<file path="src/rtl/shift_seq_pkg.sv">
// ============================================================================
//  Module      : shift_seq_pkg
//  Description : Shared types for the multi-cycle shift sequencer: the
//                shift op-code encoding used by the single-position shift
//                step, and the sequencer FSM state encoding.
//  Revision    : 1.0  initial release
// ============================================================================
`default_nettype none

package shift_seq_pkg;

  // Default datapath geometry.
  localparam int DEFAULT_DATA_W = 16;
  localparam int DEFAULT_AMT_W  = 4;

  // Shift op-codes; this is the encoding the shift step decodes.
  typedef enum logic [1:0] {
    OP_PASS = 2'b00,
    OP_LSL  = 2'b01,
    OP_LSR  = 2'b10,
    OP_ASR  = 2'b11
  } shift_op_e;

  // Sequencer FSM states.
  typedef enum logic [1:0] {
    IDLE  = 2'b00,
    SHIFT = 2'b01,
    DONE  = 2'b10
  } seq_state_e;

endpackage : shift_seq_pkg

`default_nettype wire

</file>
<file path="src/rtl/shift_step.sv">
// ============================================================================
//  Module      : shift_step
//  Description : Combinational single-position shift.
//                  OP_PASS : data unchanged
//                  OP_LSL  : shift left one, zero fill
//                  OP_LSR  : shift right one, zero fill
//                  OP_ASR  : shift right one, sign fill
//  Ports       : data_i  [DATA_W-1:0]  operand
//                op_i    [1:0]         shift op-code (shift_op_e)
//                data_o  [DATA_W-1:0]  operand shifted by one position
//  Revision    : 1.0  initial release
// ============================================================================
`default_nettype none

module shift_step
  import shift_seq_pkg::*;
#(
  parameter int DATA_W = DEFAULT_DATA_W
) (
  input  logic [DATA_W-1:0] data_i,
  input  shift_op_e         op_i,
  output logic [DATA_W-1:0] data_o
);

  always_comb begin
    data_o = data_i;
    case (op_i)
      OP_LSL:  data_o = {data_i[DATA_W-2:0], 1'b0};
      OP_LSR:  data_o = {1'b0, data_i[DATA_W-1:1]};
      OP_ASR:  data_o = {data_i[DATA_W-1], data_i[DATA_W-1:1]};
      default: data_o = data_i;
    endcase
  end

endmodule : shift_step

`default_nettype wire

</file>
<file path="src/rtl/shift_seq.sv">
// ============================================================================
//  Module      : shift_seq
//  Description : Multi-cycle shift sequencer. Performs an N-position shift
//                by applying the single-position shift step once per clock.
//                Valid/ready handshake on both the request and result side.
//
//                FSM: IDLE   - accept a request (in_ready=1)
//                     SHIFT  - one step per clock, counting cnt down
//                     DONE   - present result until out_ready
//
//                Build option SHIFT_SEQ_EARLY_EXIT_EN: leave SHIFT (or skip
//                it on accept) as soon as further steps cannot change the
//                data (LSL/LSR: all zeros; ASR: all zeros or all ones).
//                The result value is the same either way; only latency
//                changes. Default build always takes exactly in_amt steps.
//
//  Ports       : clk        in   clock
//                reset      in   asynchronous active-high reset
//                in_valid   in   request valid
//                in_ready   out  sequencer can accept a request
//                in_data    in   [DATA_W-1:0] operand
//                in_op      in   [1:0] 00 pass, 01 LSL, 10 LSR, 11 ASR
//                in_amt     in   [AMT_W-1:0] number of positions
//                out_valid  out  result valid
//                out_ready  in   consumer takes result
//                out_data   out  [DATA_W-1:0] shifted result
//                busy       out  request in flight
//  Revision    : 1.0  initial release
// ============================================================================
`default_nettype none

module shift_seq
  import shift_seq_pkg::*;
#(
  parameter int DATA_W = DEFAULT_DATA_W,
  parameter int AMT_W  = DEFAULT_AMT_W
) (
  input  logic              clk,
  input  logic              reset,
  input  logic              in_valid,
  output logic              in_ready,
  input  logic [DATA_W-1:0] in_data,
  input  logic [1:0]        in_op,
  input  logic [AMT_W-1:0]  in_amt,
  output logic              out_valid,
  input  logic              out_ready,
  output logic [DATA_W-1:0] out_data,
  output logic              busy
);

  // --------------------------------------------------------------------------
  // State and datapath registers
  // --------------------------------------------------------------------------
  seq_state_e        state_q;
  logic [DATA_W-1:0] data_q;
  shift_op_e         op_q;
  logic [AMT_W-1:0]  cnt_q;
  logic              in_ready_q;
  logic              out_valid_q;
  logic              busy_q;

  // Next value of data_q while in SHIFT.
  logic [DATA_W-1:0] data_d;

  shift_op_e         in_op_e;
  logic              accept_to_done;
  logic              shift_to_done;

  assign in_op_e = shift_op_e'(in_op);

  shift_step #(
    .DATA_W (DATA_W)
  ) u_shift_step (
    .data_i (data_q),
    .op_i   (op_q),
    .data_o (data_d)
  );

`ifdef SHIFT_SEQ_EARLY_EXIT_EN
  // True when no further step of op can change d.
  function automatic logic settled(input logic [DATA_W-1:0] d,
                                   input shift_op_e         op);
    logic s;
    case (op)
      OP_LSL,
      OP_LSR:  s = (d == '0);
      OP_ASR:  s = (d == '0) || (&d);
      default: s = 1'b1;
    endcase
    return s;
  endfunction

  // Exit checks look at the value being loaded this edge, so the exit
  // happens on the very edge that produces a settled value.
  always_comb begin
    accept_to_done = (in_amt == '0) || (in_op_e == OP_PASS) ||
                     settled(in_data, in_op_e);
    shift_to_done  = (cnt_q == AMT_W'(1)) || settled(data_d, op_q);
  end
`else
  always_comb begin
    accept_to_done = (in_amt == '0) || (in_op_e == OP_PASS);
    shift_to_done  = (cnt_q == AMT_W'(1));
  end
`endif

  // --------------------------------------------------------------------------
  // Sequencer FSM. Handshake outputs are registered alongside the state so
  // they change only at clock edges (or immediately on reset).
  // --------------------------------------------------------------------------
  always_ff @(posedge clk or posedge reset) begin
    if (reset) begin
      state_q     <= IDLE;
      data_q      <= '0;
      op_q        <= OP_PASS;
      cnt_q       <= '0;
      in_ready_q  <= 1'b1;
      out_valid_q <= 1'b0;
      busy_q      <= 1'b0;
    end else begin
      case (state_q)
        IDLE: begin
          if (in_valid) begin
            data_q     <= in_data;
            op_q       <= in_op_e;
            cnt_q      <= in_amt;
            in_ready_q <= 1'b0;
            busy_q     <= 1'b1;
            if (accept_to_done) begin
              state_q     <= DONE;
              out_valid_q <= 1'b1;
            end else begin
              state_q     <= SHIFT;
            end
          end
        end

        SHIFT: begin
          data_q <= data_d;
          cnt_q  <= cnt_q - AMT_W'(1);
          if (shift_to_done) begin
            state_q     <= DONE;
            out_valid_q <= 1'b1;
          end
        end

        DONE: begin
          // Result held until taken; no request is accepted in this cycle.
          if (out_ready) begin
            state_q     <= IDLE;
            out_valid_q <= 1'b0;
            in_ready_q  <= 1'b1;
            busy_q      <= 1'b0;
          end
        end

        default: begin
          state_q     <= IDLE;
          out_valid_q <= 1'b0;
          in_ready_q  <= 1'b1;
          busy_q      <= 1'b0;
        end
      endcase
    end
  end

  assign in_ready  = in_ready_q;
  assign out_valid = out_valid_q;
  assign out_data  = data_q;
  assign busy      = busy_q;

endmodule : shift_seq

`default_nettype wire

</file>
<file path="config.mk">
export PLATFORM = sky130hd
export DESIGN_NAME = shift_seq
export DESIGN_NICKNAME = d
export VERILOG_FILES = /design/src/rtl/shift_seq_pkg.sv /design/src/rtl/shift_step.sv /design/src/rtl/shift_seq.sv
export SDC_FILE = /design/constraint.sdc
export NUM_CORES = 1
export LEC_CHECK = 0
export ABC_AREA = 1
export CORE_ASPECT_RATIO = 0.75
export CORE_MARGIN = 2
export CORE_UTILIZATION = 47
export DETAILED_ROUTE_END_ITERATION = 6
export PLACE_DENSITY_LB_ADDON = 0.08
export SYNTH_ARGS = -nofsm -noshare
export SYNTH_HDL_FRONTEND = slang
export SYNTH_SLANG_ARGS = --single-unit
</file>
<file path="constraint.sdc">
create_clock -name clk -period 2.88 [get_ports clk]
set_input_delay 0.288 -clock clk [delete_from_list [all_inputs] [get_ports clk]]
set_output_delay 0.288 -clock clk [all_outputs]
set_load 0.01 [all_outputs]
</file>
==> metrics.md, run 1 <==
| Metric | Value |
|---|---|
| Status | finished clean |
| Synth Area per Inst | 7.18 sq um |
| Overflow after GRT | 0 |
| R2R Path End | out_data[14]$_DFFE_PP0P_ |
| Top-area cell type share of the netlist area | 37.6% |
| FF-to-FF setup slack | 0.92 ns |
| Setup_tns | 0 ns |
| CTS buffer count | 3 |
| Final hold violations | 0 |
| DP Cell Count | 328 |
| Most frequent cell after synthesis | nand2_1 |
| Initial antenna violation count | 0 |
| H-tree Lvls | 1 |
| Post-CTS resize count | 0 |
| R2R depth | 6 |
| Cells after synthesis | 241 |
| Top FF cell, synth | dfrtp_1 |
| Final setup viols | 0 |
| Total power | 2400 uW |
| Worst r2r src | op_q[1]$_DFFE_PP0P_ |
| Cell mode on critical path | inv_2 |
| Die W | 74.1 microns |
| Clock sinks | 27 |
| Most frequent cells after synthesis | nand2_1, inv_1, dfrtp_1 |
| LEAKAGE | 0.00111 uW |
| Initial detailed-routing violation count | 109 |
| Max-cap violations | 0 |
| Starting density of the core | 48.2% |
| Total wire length | 3630 microns |
| Hold Crit Class | input port to asynchronous set/reset pin |
| Clk buf depth | 2 |
| I/O Buffers | 44 |
| Diodes inserted | 0 |
| Root buffer cell | clkbuf_8 |
| Worst Path Arrival | 2.16 ns |
| Sequential fraction of the synthesis area | 39.1% |
| Sequential cell area | 677 sq um |
| Yosys top cell by area | dfrtp_1 |
| Area grow syn2layout | 26.6% |
| Worst-Margin Slew | 0.611 ns |
| First-pass GRT wire length | 6500 microns |
| CP max stage cell | dfrtp_1 |
| Crit path max fanout | 30 |
| Vias in the first global route | 1438 |
| Max VDD drop | 0.511 mV |
| Post-synth ARST share | 100% |
| Crit. End Element | register |
| Remaining antenna violation count after routing | 0 |
| Fmax | 511 MHz |
| Pwr per Cell Area | 1100 nW/um^2 |
| Number of flops mapped to enable cells by yosys | 0 |
| Max incr delay on CP | 0.70 ns |
| Synthesized area | 1730 sq um |
| Slew Limit Fails | 0 |
| CP Launch Type | register |
| Cell-by-cell trace of the critical path | inv_2 -> nand3_1 -> nand2_2 -> inv_2 -> nand2_1 -> o21ai_2 |
| Synth warn | 0 |
| Ratio of cells with drive above 1 in the final layout | 10.7% |
| GPL Wtd Cong | 0.850 |
| Die Outline Area | 4190 sq um |
| Max-slew headroom | 59.2% |
| HPWL after detailed placement | 2620 microns |
| Syn nets | 269 |
| Largest net degree at the start of global routing | 31 |
| Drt drc | 0 |
| CTS tree | yes |
| Synth cell types | 22 |
| Num rows | 19 |
| Vias | 1561 |
| Footprint of the multi-input gates | 840 sq um |
| Fin nets | 309 |
| Io pins | 45 |
| Worst path required time | 3.08 ns |
| Worst skew pair latency | 0.27 ns |
| Clk slew on worst S/H paths | 0.09 ns |
| Fill count | 348 |
| Synth top area cells | dfrtp_1, nand2_1, o21ai_2 |
| Core Area | 3590 sq um |
| Setup Crit Path Kind | register to register |
| Synthesized flop and latch total | 27 |
| Period utilisation layout | 68.0% |
| Die H | 56.5 microns |
| GRT Total Usage | 19.8% |
| Pre-antenna DRT Iters | 4 |
| WL/cell | 10.9 microns |
| Vias per cell | 4.70 |
| Non-Filler Instances | 332 |
| # hold bufs at CTS | 0 |
| Clock Skew | 0.00237 ns |
| Setup bufs post-CTS | 0 |
| Post-route minimum period | 1.96 ns |
| Unrepaired setup endpoints after global routing | no |
-- cell families (layout without fill, tap and decap cells) --
kind of cell | Yosys count | count (layout) | synth area share [%]
buffers and inverters | 41 | 80 | 12.4
AND/OR/NAND/NOR | 142 | 142 | 34.9
XOR/XNOR | 1 | 1 | 0.506
adder cells (fa/ha/maj) | 2 | 2 | 1.45
AO/OA/AOI/OAI | 28 | 28 | 11.6
flip-flops | 27 | 27 | 39.1
-- registers in the layout, summed over array words and instances, names as in the netlist --
| name | flops |
|---|---|
| state_q | 2 |
| cnt_q | 4 |
| out_valid | 1 |
| busy | 1 |
| op_q | 2 |
| in_ready | 1 |
| out_data | 16 |
-- how the worst max path moves through the flow --
stage	startpoint	endpoint	slack [ns]	cells after the start
6_report	op_q[1]$_DFFE_PP0P_	out_data[14]$_DFFE_PP0P_	0.92	6
3_3_place_gp	op_q[1]$_DFFE_PP0P_	out_data[14]$_DFFE_PP0P_	0.94	6
2_1_floorplan	state_q[1]$_DFFE_PP0P_	out_data[10]$_DFFE_PP0P_	1.66	7
3_5_place_dp	op_q[1]$_DFFE_PP0P_	out_data[14]$_DFFE_PP0P_	0.93	6
4_1_cts	op_q[1]$_DFFE_PP0P_	out_data[14]$_DFFE_PP0P_	0.92	6
5_1_grt	op_q[1]$_DFFE_PP0P_	out_data[10]$_DFFE_PP0P_	0.67	6
-- cells in the final DEF (no fill, tap or decap), types with 2 or more instances in the layout --
| cell type | count |
|---|---|
| a21oi_1 | 4 |
| clkbuf_8 | 3 |
| clkdlybuf4s50_1 | 44 |
| dfrtp_1 | 26 |
| ha_1 | 2 |
| inv_1 | 27 |
| inv_2 | 4 |
| nand2_1 | 105 |
| nand2_4 | 3 |
| nand3_1 | 21 |
| nand4_1 | 2 |
| nor2_1 | 8 |
| nor2_4 | 2 |
| o21ai_0 | 7 |
| o21ai_2 | 15 |
-- power breakdown --
group | internal [uW] | total [uW] | switching, uW
registers | 575 | 726 | 152
clock network | 99.1 | 216 | 116
logic | 607 | 1460 | 853
-- layer usage --
metal,GRT usage (%),vias to the layer above,share of wire (%)
met5,0,-,0
met4,2.60,0,0.50
met3,4.13,2,4.4
met2,28.4,27,43
met1,31.3,710,52
li1,-,822,-
-- worst max-delay path: cells and delay by family, from the launching register on --
kind / cells / cell delay (ns)
and+or+nand+nor: 3 / 0.37
AOI/OAI and AO/OA: 1 / 0.09
buffers and inverters: 2 / 0.72
DFF: 1 / 0.70
-- per-stage QoR --
step / instance area (sq um) / util [%] / setup WS, ns / hold WS, ns
floorplan: 1730 / - / 1.66 / 0.340
global placement: 2150 / 59.8 / 0.940 / 0.461
detailed placement: 2150 / 59.8 / 0.927 / 0.466
CTS: 2190 / 61.0 / 0.921 / 0.387
global route: 2190 / 61.0 / 0.674 / 0.415
finish: 2190 / 61.0 / 0.921 / 0.367
-- layout make-up --
| class | count | share of cell area, % |
|---|---|---|
| Sequential cell | 27 | 30.9 |
| Inverter | 31 | 5.31 |
| Timing Repair Buffer | 45 | 20.4 |
| Clock buffer | 4 | 2.06 |
| Tap cell | 52 | 2.97 |
| Multi-Input combinational cell | 173 | 38.3 |
Note: power is estimated with default switching activity, not from simulation.
==> inputs of run 2 (changes only) <==
==> constraint.sdc (replaced) <==
create_clock -name clk -period 1.9 [get_ports clk]
set_input_delay 0.19 -clock clk [delete_from_list [all_inputs] [get_ports clk]]
set_output_delay 0.19 -clock clk [all_outputs]
set_load 0.01 [all_outputs]
==> metrics.md, run 2 (synthesis gave the netlist of run 1 again) <==
| Metric | Value |
|---|---|
| Drt drc | 0 |
| Clock Skew | 0.00820 ns |
| Vias per cell | 4.70 |
| Max incr delay on CP | 0.54 ns |
| Largest net degree at the start of global routing | 31 |
| Overflow after GRT | 0 |
| Final worst-path setup slack | 0.365 ns |
| Die W | 74.1 microns |
| Area grow syn2layout | 28.7% |
| Core Area | 3590 sq um |
| Crit path max fanout | 2 |
| Max reg flops | 16 |
| CTS buffer count | 3 |
| Worst path required time | 1.71 ns |
| Most frequent cells in the layout | nand2_1, clkdlybuf4s50_1, inv_1 |
| Ratio of cells with drive above 1 in the final layout | 12.0% |
| Hold Crit Class | input port to asynchronous set/reset pin |
| Critical path origin | in_ready$_DFFE_PP1P_ |
| Final setup viols | 0 |
| Status | finished clean |
| HPWL after detailed placement | 2670 microns |
| LEAKAGE | 0.00113 uW |
| Worst skew pair latency | 0.28 ns |
| Switching Share | 46.2% |
| Max-cap violations | 0 |
| I/O Buffers | 44 |
| WL/cell | 11.1 microns |
| Max VDD drop | 0.700 mV |
| Io pins | 45 |
| Fin Hold WS | 0.271 ns |
| WP buf/inv | 1 |
| CP max stage cell | dfstp_2 |
| Unrepaired setup endpoints after global routing | no |
| Pre-antenna DRT Iters | 5 |
| Pwr per Cell Area | 1680 nW/um^2 |
| Worst-Margin Slew | 0.354 ns |
| Total wire length | 3730 microns |
| First-pass GRT wire length | 6380 microns |
| Final hold violations | 0 |
| Period utilisation layout | 80.8% |
| GPL Wtd Cong | 0.791 |
| Worst path depth | 1 |
| Int Pwr | 2020 uW |
| Post-CTS resize count | 0 |
| Starting density of the core | 48.2% |
| Vias | 1576 |
| Root buffer cell | clkbuf_8 |
| Setup_tns | 0 ns |
| Cell-by-cell trace of the critical path | clkdlybuf4s50_1 |
| R2R depth | 8 |
| Num rows | 19 |
| GRT Total Usage | 19.9% |
| # hold bufs at CTS | 0 |
| Critical Path End | in_ready |
| H-tree Lvls | 1 |
| Slew Limit Fails | 0 |
| Worst r2r src | state_q[0]$_DFFE_PP0P_ |
| Clk pwr share | 9.1% |
| Initial detailed-routing violation count | 108 |
| Clk buf depth | 2 |
| Vias in the first global route | 1391 |
| Most common cell after layout, fill and taps aside | nand2_1 |
| Post-route minimum period | 1.53 ns |
| Setup Crit Path Kind | register to primary output |
| FF-to-FF setup slack | 0.40 ns |
| Comb power frac | 62.7% |
| Crit. End Element | primary output |
| Sw Pwr | 1730 uW |
| Seq pwr share | 28.2% |
| Die H | 56.5 microns |
| Setup bufs post-CTS | 0 |
| Diodes inserted | 0 |
| Remaining antenna violation count after routing | 0 |
| Family with the most delay on the worst path | flip-flops |
| CP Launch Type | register |
| Clock sinks | 27 |
| Fmax | 652 MHz |
| Core Util, Final | 62.0% |
| Worst Path Arrival | 1.34 ns |
| Place WS | 0.407 ns |
| Initial antenna violation count | 0 |
| Fin nets | 312 |
| Max-slew headroom | 76.4% |
| Die Outline Area | 4190 sq um |
| CTS tree | yes |
| R2R Path End | out_data[14]$_DFFE_PP0P_ |
| Clk slew on worst S/H paths | 0.10 ns |
run 2: worst min path at each step:
stage,startpoint,to,cells after the start,slack (ns)
after floorplan,reset,busy$_DFFE_PP0P_,1,0.24
final,reset,out_data[8]$_DFFE_PP0P_,3,0.27
after global routing,reset,cnt_q[1]$_DFFE_PP0P_,3,0.29
after global placement,busy$_DFFE_PP0P_,busy$_DFFE_PP0P_,2,0.45
after CTS,reset,out_data[8]$_DFFE_PP0P_,3,0.29
after detailed placement,busy$_DFFE_PP0P_,busy$_DFFE_PP0P_,2,0.46
run 2: power groups by stage:
| stage | clock network, uW | logic (uW) | registers, uW |
|---|---|---|---|
| after detailed placement | 0 | 2360 | 1070 |
| after global routing | 377 | 2680 | 1090 |
| after global placement | 0 | 2350 | 1070 |
| final | 342 | 2350 | 1060 |
| after CTS | 350 | 2370 | 1060 |
| after floorplan | 0 | 1660 | 1140 |
run 2: area by class of cell:
type	instances	area, sq um
multi-input cells	173	840
repair buffers	48	483
clock buffers	3	41.3
clock inverters	1	5.00
well taps	52	65.1
inverters	31	116
flip-flops and latches	27	677
fillers	319	1360
run 2: worst register-to-register path, stage by stage, from the launching register on:
cell,delay [ns]
dfrtp_1,0.48
inv_2,0.10
nor2_4,0.23
nand3_1,0.15
nand2_2,0.09
inv_2,0.04
buf_12,0.16
nand2_1,0.10
o21ai_2,0.05
run 2: routing by layer:
metal | part of all wire (%) | wire length, microns | GRT usage [%]
met5 | 0 | 0 | 0
met2 | 41 | 1510 | 27.8
met3 | 5.3 | 197 | 4.49
met4 | 0.67 | 25 | 4.16
met1 | 53 | 1990 | 31.1
run 2: through the flow:
step	total power, uW	cell area (sq um)	cells
final	3750	2230	335
after global routing	4140	2230	335
after global placement	3420	2180	331
after CTS	3790	2230	335
after detailed placement	3430	2180	331
after floorplan	2800	1730	241
==> inputs of run 3 (changes only) <==
--- a/config.mk
+++ b/config.mk
@@ -8,7 +8,7 @@
 export ABC_AREA = 1
 export CORE_ASPECT_RATIO = 0.75
 export CORE_MARGIN = 2
-export CORE_UTILIZATION = 47
+export CORE_UTILIZATION = 44
 export DETAILED_ROUTE_END_ITERATION = 6
 export PLACE_DENSITY_LB_ADDON = 0.08
 export SYNTH_ARGS = -nofsm -noshare
==> constraint.sdc (replaced) <==
create_clock -name clk -period 1.4 [get_ports clk]
set_input_delay 0.14 -clock clk [delete_from_list [all_inputs] [get_ports clk]]
set_output_delay 0.14 -clock clk [all_outputs]
set_load 0.01 [all_outputs]
==> metrics.md, run 3 (synthesis gave the netlist of run 1 again) <==
| Metric | Value |
|---|---|
| Starting density of the core | 46.7% |
| Drt drc | 0 |
| Max VDD drop | 1.26 mV |
| Io pins | 45 |
| First-pass GRT wire length | 6510 microns |
| Area grow syn2layout | 35.3% |
| Most common cell after layout, fill and taps aside | nand2_1 |
| Vias per cell | 4.58 |
| Cell-by-cell trace of the critical path | clkdlybuf4s50_1 |
| Worst skew pair latency | 0.29 ns |
| Final worst-path setup slack | 0.0330 ns |
| Place WS | 0.0250 ns |
| Worst Path Arrival | 1.23 ns |
| Fmax | 732 MHz |
| Slew Limit Fails | 0 |
| Busiest grt layer | met2 |
| Max reg flops | 16 |
| Crit path max fanout | 2 |
| WP buf/inv | 1 |
| I/O Buffers | 44 |
| Root buffer cell | clkbuf_8 |
| Placed inst area | 2260 sq um |
| Largest net degree at the start of global routing | 28 |
| WL/cell | 11.4 microns |
| Core Area | 3710 sq um |
| Overflow after GRT | 0 |
| Pwr per Cell Area | 2320 nW/um^2 |
| Unrepaired setup endpoints after global routing | no |
| Setup_tns | 0 ns |
| Crit. End Element | primary output |
| Pre-antenna DRT Iters | 4 |
| Period utilisation layout | 97.6% |
| Fill count | 355 |
| LEAKAGE | 0.00120 uW |
| Num rows | 19 |
| Diodes inserted | 0 |
| Fin Hold WS | 0.174 ns |
| Status | finished clean |
| Max incr delay on CP | 0.54 ns |
| Grt met3 use | 5.06% |
| Hold Crit Class | input port to asynchronous set/reset pin |
| Post-route minimum period | 1.37 ns |
| Met2 Use GR | 28.6% |
| Die Outline Area | 4460 sq um |
| H-tree Lvls | 1 |
| Ratio of cells with drive above 1 in the final layout | 15.4% |
| Max-cap violations | 0 |
| Clock sinks | 27 |
| HPWL after detailed placement | 2900 microns |
| CTS buffer count | 3 |
| Footprint of the multi-input gates | 840 sq um |
| Vias | 1574 |
| GRT Total Usage | 18.6% |
| CP Launch Type | register |
| Final hold violations | 0 |
| Clk buf depth | 2 |
| Sequential cell area | 679 sq um |
| Clock Skew | 0.0181 ns |
| Initial antenna violation count | 0 |
| Max-slew headroom | 86.6% |
| Fin nets | 321 |
| Clk slew on worst S/H paths | 0.11 ns |
| Die H | 58.3 microns |
| CP max stage cell | clkdlybuf4s50_1 |
| Family with the most delay on the worst path | buffers and inverters |
| Initial detailed-routing violation count | 70 |
| M1 GR Usage | 26.0% |
| Die W | 76.4 microns |
| CTS tree | yes |
| GPL Wtd Cong | 0.803 |
| Setup Crit Path Kind | register to primary output |
| Final setup viols | 0 |
| Vias in the first global route | 1417 |
| Worst-Margin Slew | 0.200 ns |
| Worst path required time | 1.26 ns |
| Most frequent cells in the layout | nand2_1, clkdlybuf4s50_1, inv_1 |
| Post-route cell area | 2340 sq um |
| Remaining antenna violation count after routing | 0 |
| Total wire length | 3930 microns |
-- run 3: cell types whose count changed in the layout (fill, tap and decap cells not counted), sizes merged --
| cell | delta |
|---|---|
| clkinvlp | +1 |
| dlygate4sd2 | +1 |
| clkinv | -1 |
| buf | +9 |
| clkdlybuf4s50 | -2 |
| dlymetal6s2s | +1 |
-- run 3: what timing repair did --
action / in CTS / in global routing
pin swaps: 0 / 1
setup buffers: 0 / 3
gates resized for setup: 1 / 4
setup endpoints to repair: 1 / 17
hold buffers: 0 / 0
-- run 3: area by class of cell --
cell class	instances	area share (%)
multi-input cells	173	35.9
flip-flops and latches	27	29.0
repair buffers	57	25.2
inverters	31	5.08
well taps	52	2.78
clock buffers	3	1.76
clock inverters	1	0.321
-- run 3: layer usage --
| metal | up-vias | share of wire (%) |
|---|---|---|
| li1 | 855 | - |
| met1 | 681 | 51 |
| met2 | 35 | 44 |
| met3 | 3 | 4.6 |
| met4 | 0 | 0.38 |
| met5 | - | 0 |
-- run 3: final timing paths --
check | startpoint | end | slack [ns] | cells after the start
worst max-delay path | out_data[5]$_DFFE_PP0P_ | out_data[5] | 0.03 | 1
worst min-delay path | reset | op_q[0]$_DFFE_PP0P_ | 0.17 | 3
worst max register to register | state_q[0]$_DFFE_PP0P_ | out_data[9]$_DFFE_PP0P_ | 0.11 | 8
worst min register to register | busy$_DFFE_PP0P_ | busy$_DFFE_PP0P_ | 0.48 | 2
max in group asynchronous | reset | in_ready$_DFFE_PP1P_ | 1.00 | 3
min in group clk | in_op[1] | op_q[1]$_DFFE_PP0P_ | 0.45 | 3
-- run 3: power by group --
| group | total (uW) | switching [uW] | internal, uW |
|---|---|---|---|
| Sequential | 1420 | 237 | 1190 |
| Combinational | 3530 | 1940 | 1600 |
| Clock | 481 | 277 | 203 |
| Total | 5440 | 2450 | 2990 |
-- run 3: stage by stage --
step / instances / total power (uW) / utilization [%]
after floorplan: 241 / 3790 / -
after global placement: 337 / 4870 / 61.0
after detailed placement: 337 / 4920 / 61.0
after CTS: 341 / 5400 / 62.3
after global routing: 344 / 5940 / 63.1
final: 344 / 5440 / 63.1
